**config.mk**
```make
export PLATFORM = sky130hd
export DESIGN_NAME = mc_ctrl
export DESIGN_NICKNAME = d
export VERILOG_FILES = /design/src/rtl/ctrl_pkg.sv /design/src/rtl/alu_dec.sv /design/src/rtl/mc_ctrl.sv
export SDC_FILE = /design/constraint.sdc
export NUM_CORES = 1
export LEC_CHECK = 0
export CELL_PAD_IN_SITES_DETAIL_PLACEMENT = 1
export CELL_PAD_IN_SITES_GLOBAL_PLACEMENT = 1
export CORE_ASPECT_RATIO = 0.8
export CORE_MARGIN = 2
export CORE_UTILIZATION = 27
export DETAILED_ROUTE_END_ITERATION = 16
export GPL_ROUTABILITY_DRIVEN = 0
export PLACE_DENSITY_LB_ADDON = 0.1
export SETUP_SLACK_MARGIN = 0.4
export SLEW_MARGIN = 20
export SYNTH_ARGS = -nofsm -noshare
export SYNTH_HDL_FRONTEND = slang
export SYNTH_SLANG_ARGS = --single-unit
```
**constraint.sdc**
```tcl
create_clock -name clk -period 2.55 [get_ports clk]
set_input_delay 0.3825 -clock clk [delete_from_list [all_inputs] [get_ports clk]]
set_output_delay 0.3825 -clock clk [all_outputs]
set_load 0.05 [all_outputs]
```
**src/rtl/ctrl_pkg.sv**
```systemverilog
// Shared definitions for the RISC-V control path: FSM states, ALU operation
// classes, datapath select encodings and the opcodes the controller accepts.
package ctrl_pkg;

  typedef enum logic [3:0] {
    S_FETCH,
    S_DECODE,
    S_MEMADR,
    S_MEMREAD,
    S_MEMWB,
    S_MEMWRITE,
    S_EXECUTER,
    S_EXECUTEI,
    S_JAL,
    S_ALUWB,
    S_BEQ
  } state_t;

  typedef enum logic [1:0] {
    ALUOP_ADD   = 2'b00,
    ALUOP_SUB   = 2'b01,
    ALUOP_FUNCT = 2'b10
  } aluop_t;

  localparam logic [2:0] ALU_ADD = 3'b000;
  localparam logic [2:0] ALU_SUB = 3'b001;
  localparam logic [2:0] ALU_AND = 3'b010;
  localparam logic [2:0] ALU_OR  = 3'b011;
  localparam logic [2:0] ALU_SLT = 3'b101;

  localparam logic [1:0] IMM_I = 2'b00;
  localparam logic [1:0] IMM_S = 2'b01;
  localparam logic [1:0] IMM_B = 2'b10;
  localparam logic [1:0] IMM_J = 2'b11;

  localparam logic [1:0] RES_ALUOUT    = 2'b00;
  localparam logic [1:0] RES_DATA      = 2'b01;
  localparam logic [1:0] RES_ALURESULT = 2'b10;

  localparam logic [1:0] SRCA_PC    = 2'b00;
  localparam logic [1:0] SRCA_OLDPC = 2'b01;
  localparam logic [1:0] SRCA_RD1   = 2'b10;

  localparam logic [1:0] SRCB_RD2  = 2'b00;
  localparam logic [1:0] SRCB_IMM  = 2'b01;
  localparam logic [1:0] SRCB_FOUR = 2'b10;

  localparam logic [6:0] OP_LW   = 7'b0000011;
  localparam logic [6:0] OP_SW   = 7'b0100011;
  localparam logic [6:0] OP_R    = 7'b0110011;
  localparam logic [6:0] OP_I    = 7'b0010011;
  localparam logic [6:0] OP_JAL  = 7'b1101111;
  localparam logic [6:0] OP_BEQ  = 7'b1100011;

  // Immediate format implied by the opcode; formats not listed default to I.
  function automatic logic [1:0] imm_src(input logic [6:0] op);
    case (op)
      OP_SW:   return IMM_S;
      OP_BEQ:  return IMM_B;
      OP_JAL:  return IMM_J;
      default: return IMM_I;
    endcase
  endfunction

endpackage

```
**src/rtl/alu_dec.sv**
```systemverilog
// ALU decoder: turns the controller's operation class plus the instruction
// funct fields into the ALUControl code for the single shared ALU.
module alu_dec
  import ctrl_pkg::*;
(
  input  logic [1:0] aluop,
  input  logic [2:0] funct3,
  input  logic       funct7,
  input  logic       op5,
  output logic [2:0] alu_control
);

  // Forced add/sub for address and compare work, funct fields otherwise.
  // funct7 only selects sub for register-register ops (op5=1); addi ignores it.
  always_comb begin
    alu_control = ALU_ADD;
    case (aluop)
      ALUOP_ADD: alu_control = ALU_ADD;
      ALUOP_SUB: alu_control = ALU_SUB;
      ALUOP_FUNCT: begin
        case (funct3)
          3'b000:  alu_control = (op5 & funct7) ? ALU_SUB : ALU_ADD;
          3'b010:  alu_control = ALU_SLT;
          3'b110:  alu_control = ALU_OR;
          3'b111:  alu_control = ALU_AND;
          default: alu_control = ALU_ADD;
        endcase
      end
      default: alu_control = ALU_ADD;
    endcase
  end

endmodule

```
**src/rtl/mc_ctrl.sv**
```systemverilog
// Multi-cycle controller: Moore FSM sequencing PC, IR, the unified memory
// port, register file and ALU over several cycles per instruction, with a
// memory-ready handshake and an illegal-opcode pulse.
module mc_ctrl
  import ctrl_pkg::*;
(
  input  logic       clk,
  input  logic       rst,
  input  logic [6:0] op,
  input  logic [2:0] funct3,
  input  logic       funct7,
  input  logic       Zero,
  input  logic       MemReady,
  output logic       PCWrite,
  output logic       AdrSrc,
  output logic       MemWrite,
  output logic       IRWrite,
  output logic       RegWrite,
  output logic [1:0] ResultSrc,
  output logic [1:0] ALUSrcA,
  output logic [1:0] ALUSrcB,
  output logic [1:0] ImmSrc,
  output logic [2:0] ALUControl,
  output logic       Illegal
);

  state_t state, state_next;
  aluop_t aluop;

  logic pc_write_raw;
  logic mem_write_raw;
  logic ir_write_raw;
  logic reg_write_raw;
  logic illegal_raw;
  logic op_legal;

  assign op_legal = (op == OP_LW) || (op == OP_SW) || (op == OP_R) ||
                    (op == OP_I) || (op == OP_JAL) || (op == OP_BEQ);

  // State register; reset aborts any instruction in flight and restarts at FETCH.
  always_ff @(posedge clk or posedge rst) begin
    if (rst) state <= S_FETCH;
    else     state <= state_next;
  end

  // Next-state and Moore output decode; every output has a default first.
  always_comb begin
    state_next    = state;
    aluop         = ALUOP_ADD;
    pc_write_raw  = 1'b0;
    mem_write_raw = 1'b0;
    ir_write_raw  = 1'b0;
    reg_write_raw = 1'b0;
    illegal_raw   = 1'b0;
    AdrSrc        = 1'b0;
    ResultSrc     = RES_ALUOUT;
    ALUSrcA       = SRCA_PC;
    ALUSrcB       = SRCB_RD2;
    case (state)
      S_FETCH: begin
        ALUSrcB      = SRCB_FOUR;
        ResultSrc    = RES_ALURESULT;
        ir_write_raw = MemReady;
        pc_write_raw = MemReady;
        if (MemReady) state_next = S_DECODE;
      end
      S_DECODE: begin
        // Precompute the branch/jump target from OldPC + immediate.
        ALUSrcA = SRCA_OLDPC;
        ALUSrcB = SRCB_IMM;
        case (op)
          OP_LW, OP_SW: state_next = S_MEMADR;
          OP_R:         state_next = S_EXECUTER;
          OP_I:         state_next = S_EXECUTEI;
          OP_JAL:       state_next = S_JAL;
          OP_BEQ:       state_next = S_BEQ;
          default:      state_next = S_FETCH;
        endcase
        illegal_raw = ~op_legal;
      end
      S_MEMADR: begin
        ALUSrcA    = SRCA_RD1;
        ALUSrcB    = SRCB_IMM;
        state_next = op[5] ? S_MEMWRITE : S_MEMREAD;
      end
      S_MEMREAD: begin
        AdrSrc = 1'b1;
        if (MemReady) state_next = S_MEMWB;
      end
      S_MEMWB: begin
        ResultSrc     = RES_DATA;
        reg_write_raw = 1'b1;
        state_next    = S_FETCH;
      end
      S_MEMWRITE: begin
        // Strobe is held for the whole wait so the memory sees a steady request.
        AdrSrc        = 1'b1;
        mem_write_raw = 1'b1;
        if (MemReady) state_next = S_FETCH;
      end
      S_EXECUTER: begin
        ALUSrcA    = SRCA_RD1;
        ALUSrcB    = SRCB_RD2;
        aluop      = ALUOP_FUNCT;
        state_next = S_ALUWB;
      end
      S_EXECUTEI: begin
        ALUSrcA    = SRCA_RD1;
        ALUSrcB    = SRCB_IMM;
        aluop      = ALUOP_FUNCT;
        state_next = S_ALUWB;
      end
      S_JAL: begin
        // Link value OldPC+4 is computed while PC loads the target in ALUOut.
        ALUSrcA      = SRCA_OLDPC;
        ALUSrcB      = SRCB_FOUR;
        pc_write_raw = 1'b1;
        state_next   = S_ALUWB;
      end
      S_ALUWB: begin
        reg_write_raw = 1'b1;
        state_next    = S_FETCH;
      end
      S_BEQ: begin
        ALUSrcA      = SRCA_RD1;
        ALUSrcB      = SRCB_RD2;
        aluop        = ALUOP_SUB;
        pc_write_raw = Zero;
        state_next   = S_FETCH;
      end
      default: state_next = S_FETCH;
    endcase
  end

  // Enables are gated by rst so nothing is written while reset is held,
  // including the cycle in which it is first asserted.
  assign PCWrite  = pc_write_raw  & ~rst;
  assign MemWrite = mem_write_raw & ~rst;
  assign IRWrite  = ir_write_raw  & ~rst;
  assign RegWrite = reg_write_raw & ~rst;
  assign Illegal  = illegal_raw   & ~rst;
  assign ImmSrc   = imm_src(op);

  alu_dec u_alu_dec (
    .aluop       (aluop),
    .funct3      (funct3),
    .funct7      (funct7),
    .op5         (op[5]),
    .alu_control (ALUControl)
  );

endmodule

```
==> flow_metrics.py <==
metrics = {
    "sta": {
        "slew-limit-headroom_pct": 67.6,
        "worst_slew_pin_slew_ns": 0.488,
        "period_share_pct": 83.2,
        "timing.final.crit_period_ns": 2.12,
        "finalHoldViolCount": 0,
        "drv_slew": 0,
        "fin_skew_ns": 0.00437,
        "tns_ns": 0,
        "rsz0062_at_grt": "yes",
        "holdWs_ns": 0.518,
        "setup_viol": 0,
        "max_freq_mhz": 472,
    },
    "critical_path": {
        "r2r-start": "state[1]$_DFFE_PP0P_",
        "critPathKind": "in -> out",
        "critical_path.max_fanout": 4,
        "crit_path_end_kind": "output pin",
        "regToRegSetupSlack_ns": 0.80,
        "critical_path_arrival_ns": 1.74,
        "cp.required_ns": 2.17,
        "r2r_end": "state[0]$_DFFE_PP0P_",
        "rr_worst_depth": 6,
        "critPathLaunchType": "input port",
    },
    "detailed_routing": {
        "drt-vias-per-instance": 5.20,
        "vias": 795,
        "wl_per_cell_um": 16.1,
        "dr.pass1.iters": 4,
        "drt_iter0_drc": 19,
        "routed_wl_um": 2460,
        "drc": 0,
        "ant_nets": 0,
    },
    "clock_network": {
        "ctsHtreeMaxLevel": 1,
        "clock_sinks": 4,
        "clock_path_buffers": 2,
        "clkTransAtPathRegs_ns": 0.04,
        "cts_tree": "yes",
        "clock_latency_ns": 0.23,
        "cts-buffers-inserted": 3,
        "cts-hold-fix-buffers": 0,
        "root_buffer": "clkbuf_4",
    },
    "floorplanning": {
        "dieArea_um2": 2580,
        "die_height_um": 45.9,
        "ios": 32,
        "rows": 15,
        "initial_utilization_pct": 27.9,
        "die_w_um": 56.3,
        "core_area_um2": 2120,
    },
    "placed_design": {
        "place_inst": 141,
        "dpl.hpwl_um": 1780,
        "portBuffers": 31,
        "dpl_cell_area_um2": 1060,
    },
    "global_routing": {
        "met3_usage_pct": 3.41,
        "grt_max_degree": 13,
        "grt_usage_pct": 17.6,
        "use_met2_pct": 32.5,
        "grt_pass1_vias": 752,
        "antenna_found_initial": 0,
        "grt_util_met1_pct": 22.5,
        "overflow": 0,
        "grt.busiest_layer": "met2",
        "grt_pass1_wl_um": 3470,
    },
    "synth": {
        "synth.most_common_cell": "nor2_1",
        "yosys-top-cells-area": "dfrtp_1, nor2_1, nand2_1, ha_1, nand2b_1",
        "synth_edf_count": 0,
        "syn_area_per_cell_um2": 6.88,
        "ys.flop_type": "dfrtp_1",
        "ys_ff_latch": 4,
        "async_flop_share_pct": 100,
        "ys_types": 37,
        "synth_warnings": 0,
        "syn-cell-area_um2": 592,
        "synth_seq_area_share_pct": 16.9,
        "synth_common_cells": "nor2_1, nand2_1, inv_1",
        "yosys.area.top_type": "dfrtp_1",
        "yosysTopAreaCellShare_pct": 16.9,
        "synth_nets": 103,
        "syn_inst": 86,
    },
    "power": {
        "p_leak_uw": 0.000527,
        "vdd_drop_max_mv": 0.584,
        "power_per_cell_area_nw_per_um2": 687,
    },
    "finish": {
        "area_growth_pct": 106,
        "reg.largest.list": "state (4)",
        "antenna_cells": 0,
        "regMostFlops": "state",
        "multi_input_area_um2": 557,
        "num-nets-final": 147,
        "layout.cells.non_filler": 153,
        "layout-drive-gt1-share_pct": 43.8,
        "n_fill_cell": 256,
        "final_cell_area_um2": 1220,
        "register_area_um2": 105,
        "largest_reg_flops": 4,
    },
    "run_status": {
        "outcome": "finished clean",
    },
    "min_path": {
        "min_path_type": "in -> async",
    },
    "flow_run": {
        "cap_violations": 0,
    },
}
## routing by layer
metal,vias up,part of all wire (%)
met2,12,55
li1,389,-
met5,-,0
met1,394,41
met4,0,0
met3,0,3.4
## cells in the final DEF, fill, tap and decap left out, drive strengths merged, types with 4 or more instances in the layout
cell type      instances
clkdlybuf4s50         13
buf                   28
nor3                   4
dfrtp                  4
a21oi                  4
nor2                  14
nand2b                 4
inv                    6
nand2                  8
## power breakdown
part           internal, uW  total (uW)  switching (uW)  leakage (uW)
clock                  52.4        75.6            23.1     0.0000138
sequential             78.7         111            32.2     0.0000477
combinational           280         653             373      0.000466
total                   411         839             428      0.000527
## logic make-up after synthesis
kind of cell	count (synthesis)	synth area share (%)
flip-flops	4	16.9
XOR/XNOR	2	2.96
adder cells (fa/ha/maj)	2	4.23
buffers and inverters	12	9.30
AO/OA/AOI/OAI	20	23.9
AND/OR/NAND/NOR	46	42.7
## worst max-delay path: stages
cell and delay [ns]:
clkdlybuf4s50_1 0.57, and4bb_2 0.30, a211oi_2 0.31, buf_12 0.18
## final cells by class
cell class | instances | share of cell area, %
multi-input combinational | 70 | 45.6
timing repair buffer | 45 | 39.5
sequential | 4 | 8.61
tap | 25 | 2.56
clock buffer | 3 | 1.84
inverter | 6 | 1.84
## worst max path at each step
stage                              start       endpoint  slack [ns]
global placement                   op[5]        Illegal        0.44
detailed placement                 op[5]        Illegal        0.40
floorplan           state[3]$_DFFE_PP0P_        IRWrite        0.01
global route        state[3]$_DFFE_PP0P_  ALUControl[2]        0.37
CTS                 state[3]$_DFFE_PP0P_  ALUControl[2]        0.30
finish                             op[2]        Illegal        0.43
## per-stage QoR
step	power (uW)	util [%]	worst slack (ns)
global placement	682	49.9	0.436
global route	892	57.6	0.367
detailed placement	693	49.9	0.398
finish	839	57.6	0.429
CTS	784	52.5	0.304
floorplan	490	-	0.0122
## what timing repair did
item / in CTS / in global routing
buffers inserted: 3 / 6
setup endpoints to repair: 7 / 5
pin swaps: 3 / 5
resized for setup: 9 / 13
Power figures use the tool's default switching activity.
